[config.mk]
export PLATFORM = sky130hd
export DESIGN_NAME = cpl_tlp_tx_arbiter
export DESIGN_NICKNAME = d
export VERILOG_FILES = /design/src/rtl/cpl_arb_pkg.sv /design/src/rtl/cpl_tlp_tx_arbiter_tlp_pipe_reg.sv /design/src/rtl/cpl_tlp_tx_arbiter.sv
export SDC_FILE = /design/constraint.sdc
export NUM_CORES = 1
export LEC_CHECK = 0
export ABC_AREA = 1
export BUFFER_PORTS_ARGS = -buffer_cell sky130_fd_sc_hd__buf_2
export CAP_MARGIN = 20
export CORE_AREA = 4 4 468 470
export DETAILED_ROUTE_END_ITERATION = 7
export DIE_AREA = 0 0 472 474
export REMOVE_ABC_BUFFERS = 1
export SYNTH_ARGS = -nofsm -noshare
export SYNTH_HDL_FRONTEND = slang
export SYNTH_SLANG_ARGS = --single-unit
[constraint.sdc]
create_clock -name clk -period 3.2 [get_ports clk]
set_input_delay 0.16 -clock clk [delete_from_list [all_inputs] [get_ports clk]]
set_output_delay 0.16 -clock clk [all_outputs]
set_load 0.1 [all_outputs]
[src/rtl/cpl_arb_pkg.sv]
// cpl_arb_pkg: shared types for the completion TLP transmit arbiter.
//   arb_state_e : arbiter FSM states (IDLE, LOCK0, LOCK1)
//   SRC_AXI/MCTP: source indices (0 = AXI read-completion, 1 = MCTP responses)
//   tlp_beat_t  : one TLP beat at the default widths
package cpl_arb_pkg;

  localparam int CPL_DATA_W = 256;
  localparam int CPL_STRB_W = CPL_DATA_W / 32;
  localparam int CPL_HDR_W  = 128;

  localparam logic SRC_AXI  = 1'b0;
  localparam logic SRC_MCTP = 1'b1;

  typedef enum logic [1:0] {
    IDLE  = 2'd0,
    LOCK0 = 2'd1,
    LOCK1 = 2'd2
  } arb_state_e;

  typedef struct packed {
    logic [CPL_DATA_W-1:0] data;
    logic [CPL_STRB_W-1:0] strb;
    logic [CPL_HDR_W-1:0]  hdr;
    logic                  sop;
    logic                  eop;
  } tlp_beat_t;

endpackage

[src/rtl/cpl_tlp_tx_arbiter_tlp_pipe_reg.sv]
// tlp_pipe_reg: single-entry valid/ready register for one TLP beat.
//   clk, rst      : clock, synchronous active-high reset
//   i_valid/i_beat: beat to load (loaded only when o_slot_free)
//   o_slot_free   : register is empty or draining this cycle
//   o_valid/o_beat: registered beat toward the sink, stable while stalled
//   i_ready       : sink accepts o_beat
module tlp_pipe_reg
  import cpl_arb_pkg::*;
#(
  parameter type T = tlp_beat_t
) (
  input  logic clk,
  input  logic rst,
  input  logic i_valid,
  input  T     i_beat,
  output logic o_slot_free,
  output logic o_valid,
  output T     o_beat,
  input  logic i_ready
);

  logic r_valid;
  T     r_beat;

  assign o_slot_free = !r_valid || i_ready;
  assign o_valid     = r_valid;
  assign o_beat      = r_beat;

  always_ff @(posedge clk) begin
    if (rst) begin
      r_valid <= 1'b0;
      r_beat  <= '0;
    end else if (o_slot_free) begin
      r_valid <= i_valid;
      // Payload only moves on a real load; an emptied slot keeps the last
      // beat, which is harmless because valid is low.
      if (i_valid) r_beat <= i_beat;
    end
  end

endmodule

[src/rtl/cpl_tlp_tx_arbiter.sv]
// cpl_tlp_tx_arbiter: round-robin, packet-granular arbiter sharing the
// completion TLP TX port between the AXI read-completion generator (s0)
// and the CXL.io MCTP response engine (s1), with one registered output stage.
//   clk, rst                 : clock, synchronous active-high reset
//   s0_tlp_* / s1_tlp_*      : source beat streams (data/strb/hdr/valid/sop/eop, ready out)
//   tx_cpl_tlp_*             : arbitrated registered stream (ready in)
//   grant_id                 : source holding a multi-beat lock
//   proto_err                : 1-cycle pulse when a non-SOP beat is dropped in IDLE
//   pkt_cnt0 / pkt_cnt1      : completed-TLP counters, wrap mod 2^16
module cpl_tlp_tx_arbiter
  import cpl_arb_pkg::*;
#(
  parameter int TLP_DATA_WIDTH = 256,
  parameter int TLP_STRB_WIDTH = 8,
  parameter int TLP_HDR_WIDTH  = 128
) (
  input  logic                      clk,
  input  logic                      rst,
  input  logic [TLP_DATA_WIDTH-1:0] s0_tlp_data,
  input  logic [TLP_STRB_WIDTH-1:0] s0_tlp_strb,
  input  logic [TLP_HDR_WIDTH-1:0]  s0_tlp_hdr,
  input  logic                      s0_tlp_valid,
  input  logic                      s0_tlp_sop,
  input  logic                      s0_tlp_eop,
  output logic                      s0_tlp_ready,
  input  logic [TLP_DATA_WIDTH-1:0] s1_tlp_data,
  input  logic [TLP_STRB_WIDTH-1:0] s1_tlp_strb,
  input  logic [TLP_HDR_WIDTH-1:0]  s1_tlp_hdr,
  input  logic                      s1_tlp_valid,
  input  logic                      s1_tlp_sop,
  input  logic                      s1_tlp_eop,
  output logic                      s1_tlp_ready,
  output logic [TLP_DATA_WIDTH-1:0] tx_cpl_tlp_data,
  output logic [TLP_STRB_WIDTH-1:0] tx_cpl_tlp_strb,
  output logic [TLP_HDR_WIDTH-1:0]  tx_cpl_tlp_hdr,
  output logic                      tx_cpl_tlp_valid,
  output logic                      tx_cpl_tlp_sop,
  output logic                      tx_cpl_tlp_eop,
  input  logic                      tx_cpl_tlp_ready,
  output logic                      grant_id,
  output logic                      proto_err,
  output logic [15:0]               pkt_cnt0,
  output logic [15:0]               pkt_cnt1
);

  // Beat layout at this instance's widths; same field order as tlp_beat_t.
  typedef struct packed {
    logic [TLP_DATA_WIDTH-1:0] data;
    logic [TLP_STRB_WIDTH-1:0] strb;
    logic [TLP_HDR_WIDTH-1:0]  hdr;
    logic                      sop;
    logic                      eop;
  } beat_t;

  arb_state_e  r_state;
  logic        r_rr_ptr;
  logic        r_grant_id;
  logic        r_proto_err;
  logic [15:0] r_cnt0;
  logic [15:0] r_cnt1;

  logic  w_free;
  logic  w_idle;
  logic  w_err0, w_err1;
  logic  w_elig0, w_elig1;
  logic  w_win0, w_win1;
  logic  w_rdy0, w_rdy1;
  logic  w_fwd0, w_fwd1;
  beat_t w_in_beat;
  beat_t w_out_beat;

  assign w_idle  = (r_state == IDLE);

  // IDLE: a valid beat without SOP is a protocol error and gets drained;
  // a valid SOP beat competes for the port.
  assign w_err0  = s0_tlp_valid && !s0_tlp_sop;
  assign w_err1  = s1_tlp_valid && !s1_tlp_sop;
  assign w_elig0 = s0_tlp_valid && s0_tlp_sop;
  assign w_elig1 = s1_tlp_valid && s1_tlp_sop;
  assign w_win0  = w_elig0 && (!w_elig1 || (r_rr_ptr == SRC_AXI));
  assign w_win1  = w_elig1 && (!w_elig0 || (r_rr_ptr == SRC_MCTP));

  always_comb begin
    w_rdy0 = 1'b0;
    w_rdy1 = 1'b0;
    case (r_state)
      IDLE: begin
        w_rdy0 = w_err0 || w_win0;
        w_rdy1 = w_err1 || w_win1;
      end
      LOCK0:   w_rdy0 = 1'b1;
      LOCK1:   w_rdy1 = 1'b1;
      default: ;
    endcase
  end

  // Nothing is accepted while reset is asserted.
  assign s0_tlp_ready = !rst && w_free && w_rdy0;
  assign s1_tlp_ready = !rst && w_free && w_rdy1;

  // Accepted beats that go downstream; drained error beats do not.
  assign w_fwd0 = s0_tlp_valid && s0_tlp_ready && !(w_idle && !s0_tlp_sop);
  assign w_fwd1 = s1_tlp_valid && s1_tlp_ready && !(w_idle && !s1_tlp_sop);

  always_comb begin
    w_in_beat = '0;
    if (w_fwd1) begin
      w_in_beat.data = s1_tlp_data;
      w_in_beat.strb = s1_tlp_strb;
      w_in_beat.hdr  = s1_tlp_hdr;
      w_in_beat.sop  = s1_tlp_sop;
      w_in_beat.eop  = s1_tlp_eop;
    end else begin
      w_in_beat.data = s0_tlp_data;
      w_in_beat.strb = s0_tlp_strb;
      w_in_beat.hdr  = s0_tlp_hdr;
      w_in_beat.sop  = s0_tlp_sop;
      w_in_beat.eop  = s0_tlp_eop;
    end
  end

  tlp_pipe_reg #(.T(beat_t)) u_pipe (
    .clk        (clk),
    .rst        (rst),
    .i_valid    (w_fwd0 || w_fwd1),
    .i_beat     (w_in_beat),
    .o_slot_free(w_free),
    .o_valid    (tx_cpl_tlp_valid),
    .o_beat     (w_out_beat),
    .i_ready    (tx_cpl_tlp_ready)
  );

  assign tx_cpl_tlp_data = w_out_beat.data;
  assign tx_cpl_tlp_strb = w_out_beat.strb;
  assign tx_cpl_tlp_hdr  = w_out_beat.hdr;
  assign tx_cpl_tlp_sop  = w_out_beat.sop;
  assign tx_cpl_tlp_eop  = w_out_beat.eop;

  always_ff @(posedge clk) begin
    if (rst) begin
      r_state     <= IDLE;
      r_rr_ptr    <= SRC_AXI;
      r_grant_id  <= SRC_AXI;
      r_proto_err <= 1'b0;
      r_cnt0      <= '0;
      r_cnt1      <= '0;
    end else begin
      // One pulse even when both sources are dropped together.
      r_proto_err <= w_idle && w_free && (w_err0 || w_err1);
      case (r_state)
        IDLE: begin
          if (w_fwd0) begin
            if (s0_tlp_eop) begin
              r_rr_ptr <= SRC_MCTP;
              r_cnt0   <= r_cnt0 + 16'd1;
            end else begin
              r_state    <= LOCK0;
              r_grant_id <= SRC_AXI;
            end
          end else if (w_fwd1) begin
            if (s1_tlp_eop) begin
              r_rr_ptr <= SRC_AXI;
              r_cnt1   <= r_cnt1 + 16'd1;
            end else begin
              r_state    <= LOCK1;
              r_grant_id <= SRC_MCTP;
            end
          end
        end
        LOCK0: begin
          if (w_fwd0 && s0_tlp_eop) begin
            r_state  <= IDLE;
            r_rr_ptr <= SRC_MCTP;
            r_cnt0   <= r_cnt0 + 16'd1;
          end
        end
        LOCK1: begin
          if (w_fwd1 && s1_tlp_eop) begin
            r_state  <= IDLE;
            r_rr_ptr <= SRC_AXI;
            r_cnt1   <= r_cnt1 + 16'd1;
          end
        end
        default: r_state <= IDLE;
      endcase
    end
  end

  assign grant_id  = r_grant_id;
  assign proto_err = r_proto_err;
  assign pkt_cnt0  = r_cnt0;
  assign pkt_cnt1  = r_cnt1;

endmodule

==> impl_metrics.csv <==
group,metric,value,unit
placement,io_buffers,1223,
flow_run,drv_cap,0,
outcome,status,"complete, no violations",
yosys,synthTopCellsByArea,"dfxtp_1, nand2_1, a31oi_1",
yosys,yosysTopAreaCell,"dfxtp_1",
critical_path,path_max_fanout,59,
sta,drv_slew,0,
power_and_ir_drop,irDropWorstVdd,0.000491,V
critical_path,crit_buf_inv,5,
cts,ctsLongestPathBuffers,3,
placement,dp_cells,6397,
power_and_ir_drop,p_comb_frac,0.560,
global_routing,grt_max_degree,219,
die,die_area,0.224,mm²
cts,cts_tree,"built",
worst_hold_path,hold_class,"primary input to flop",
power_and_ir_drop,switching_share,0.539,
yosys,yosysWarnings,0,
layout,area_delta_synth_final,103,%
route,first_pass_iters,8,
cts,numCtsBuffers,55,
global_routing,grt_pass1_wl,245000,µm
placement,hpwlAfterDp,158000,µm
global_routing,antenna_found_initial,175,
critical_path,path_cells,"inv_1, ha_1, a21oi_1, nand3_1, nand3_4, buf_12, buf_4, buf_16, nand2_1, a31oi_1, dlygate4sd3_1",
yosys,synth-seq-cells,432,
sta,min_period,3.01,ns
critical_path,cp-end-kind,"flop",
critical_path,reg2regPathDepth,11,
yosys,synth_area_per_cell,7.48,µm²
worst_hold_path,min_from,"s0_tlp_valid",
route,num_vias,28000,
yosys,synth_top_area_share,0.460,
route,wirelength,195000,µm
route,wl_per_cell,26.5,µm
global_routing,grt_pass1_vias,26700,
layout,final_util,0.178,
critical_path,rr_endpoint,"u_pipe.o_beat[242]",
die,start_util,0.0877,
die,io_pins,1224,
power_and_ir_drop,totalPowerFinal,31700,µW
power_and_ir_drop,power.share.sequential,0.225,
yosys,synth_area,0.0188,mm²
critical_path,crit_arrival,3.66,ns
global_routing,overflow,0,
sta,finClkSkew,0.0589,ns
route,post-route-drc-count,0,
sta,worst_pin_slew,1.03,ns
sta,maxSlewHeadroom,0.312,
critical_path,path_class,"flop to flop",
die,rows,170,
critical_path,crit_family,"buffers and inverters",
power_and_ir_drop,switching_power,17100,µW
power_and_ir_drop,p_leak,0.0178,µW
power_and_ir_drop,power.density,831,mW/mm²
critical_path,reg2reg_slack,0.19,ns
layout,drive_gt1_frac,0.312,
cts,cts_root_buf,"clkbuf_16",
sta,hold_ws,0.249,ns
sta,period_share,0.941,
worst_hold_path,hold_depth,8,
critical_path,rr_startpoint,"r_state[0]",
cts,clkLatencyLatePin,0.72,ns
worst_hold_path,holdPathEnd,"u_pipe.o_valid",
placement,gp_congestion,0.910,
critical_path,required,3.85,ns
route,vias_per_cell,3.79,
cts,clk_pin_slew_worst_paths,0.06,ns
global_routing,grt_util_all_layers,0.163,
power_and_ir_drop,p_int,14600,µW
layout,finalNetCount,5226,
sta,hold_viol,0,
sta,fin_tns_setup,0,ns
sta,rsz0062_at_grt,"false",
route,drtIter0Drc,2130,
die,die_h,474,µm
sta,max_freq,0.332,GHz
die,coreArea,0.214,mm²
layout,register_area,0.00865,mm²
cts,h-tree-depth,2,
layout,final_cells,7374,
critical_path,cp-startpoint,"r_state[0]",
yosys,seq_area_frac_synth,0.460,
yosys,yosysUniqueCellTypes,32,
cts,cts_num_sinks,432,
layout,nFillCells,24000,
die,die_x,472,µm
layout,multi_input_area,0.00863,mm²
route,ant_nets,0,
critical_path,max_stage_delay,0.60,ns
yosys,synth_cells,2513,
power_and_ir_drop,clkPwrFrac,0.215,
critical_path,cp-start-kind,"flop",
sta,setup_viol,0,
critical_path,worst_path_max_delay_cell,"dlygate4sd3_1",
## cells by family (layout without fill, tap and decap cells)
family | Yosys count | after routing | synth area share
simple gates | 966 | 967 | 0.198
buf+inv | 263 | 2221 | 0.0828
other cells | 0 | 64 | 0
flops | 432 | 432 | 0.460
compound gates | 831 | 831 | 0.248
fa+ha+maj | 6 | 6 | 0.00399
xor+xnor | 15 | 15 | 0.00699
## per-stage QoR
stage	setup slack (ns)	area, µm²
after floorplan	-19.32	17400
final	0.189	38100
after global routing	0.0146	38000
after global placement	0.594	27800
after detailed placement	0.531	27800
after CTS	0.0121	37700
## Yosys cell counts
master	n
inv_6	1
nand3_4	1
nand4_1	8
o21ai_0	335
nand2_1	870
nor3_1	12
a21oi_1	32
clkbuf_2	1
dfxtp_1	432
buf_1	1
nor4_1	2
a211oi_1	1
inv_2	1
o21a_1	1
xor2_1	9
inv_1	34
xnor2_1	6
nor2_1	42
o21ai_1	67
a31oi_1	394
o22ai_1	1
ha_1	6
nor2_2	1
nand3_1	26
nand2_2	3
nor3_2	1
buf_4	45
buf_12	1
clkinv_1	2
buf_6	36
buf_2	86
clkbuf_1	55
## layout make-up
cell class | instances | share of cell area
repair buffers | 2080 | 0.394
flip-flops and latches | 432 | 0.227
multi-input cells | 1819 | 0.227
well taps | 2838 | 0.0932
clock buffers | 72 | 0.0410
clock inverters | 30 | 0.00916
inverters | 38 | 0.00463
diodes | 64 | 0.00420
repair inverters | 1 | 0.000296
## what timing repair did
action,in CTS,in global routing
hold buffers,793,0
hold endpoints to repair,419,0
setup buffers,0,13
endpoints found under the setup margin,0,360
gates resized for setup,0,7
## sequential cells by signal (all words and copies together), names as in the netlist
register	count
u_pipe.o_beat	394
pkt_cnt0	16
pkt_cnt1	16
r_state	2
grant_id	1
proto_err	1
r_rr_ptr	1
u_pipe.o_valid	1
## worst reg2reg max path, stage by stage (launching register included)
cell and delay [ns]:
dfxtp_1 0.38, inv_1 0.08, ha_1 0.24, a21oi_1 0.12, nand3_1 0.18, nand3_4 0.16
buf_12 0.14, buf_4 0.23, buf_16 0.23, nand2_1 0.34, a31oi_1 0.27, dlygate4sd3_1 0.60
## cells in the final DEF (no fill, tap or decap), drive strengths merged, types with 8 or more instances in the layout
| cell type | count |
|---|---|
| a21oi | 32 |
| a31oi | 394 |
| buf | 1284 |
| clkbuf | 75 |
| clkinv | 15 |
| dfxtp | 432 |
| diode | 64 |
| dlygate4sd3 | 793 |
| inv | 46 |
| nand2 | 874 |
| nand3 | 27 |
| nand4 | 8 |
| nor2 | 43 |
| nor3 | 13 |
| o21ai | 402 |
| xor2 | 9 |
## how the worst max path moves through the flow
| stage | to | slack (ns) | cells after the start |
|---|---|---|---|
| detailed placement | u_pipe.o_beat[371] | 0.53 | 9 |
| CTS | u_pipe.o_beat[255] | 0.01 | 10 |
| global placement | u_pipe.o_beat[386] | 0.59 | 10 |
| finish | u_pipe.o_beat[242] | 0.19 | 11 |
| floorplan | u_pipe.o_beat[0] | -19.32 | 7 |
| global route | u_pipe.o_beat[176] | 0.01 | 11 |
## per-layer routing
layer  share of wire  wire length [µm]  global-route usage  up-vias
li1                -                 -                   -    12600
met1            0.36             70500               0.175    13000
met2            0.44             85200               0.257     1678
met3            0.15             29100              0.0982      514
met4           0.050              9710              0.0682      118
met5          0.0040               782                   0        -
## power groups by stage
stage	Sequential (µW)	Clock, µW	Combinational [µW]
after global placement	7170	0	15500
after detailed placement	7180	0	15500
after global routing	7230	7160	18700
after CTS	7090	7030	17600
after floorplan	14900	0	3320
final	7110	6810	17800
Power figures use the tool's default switching activity.
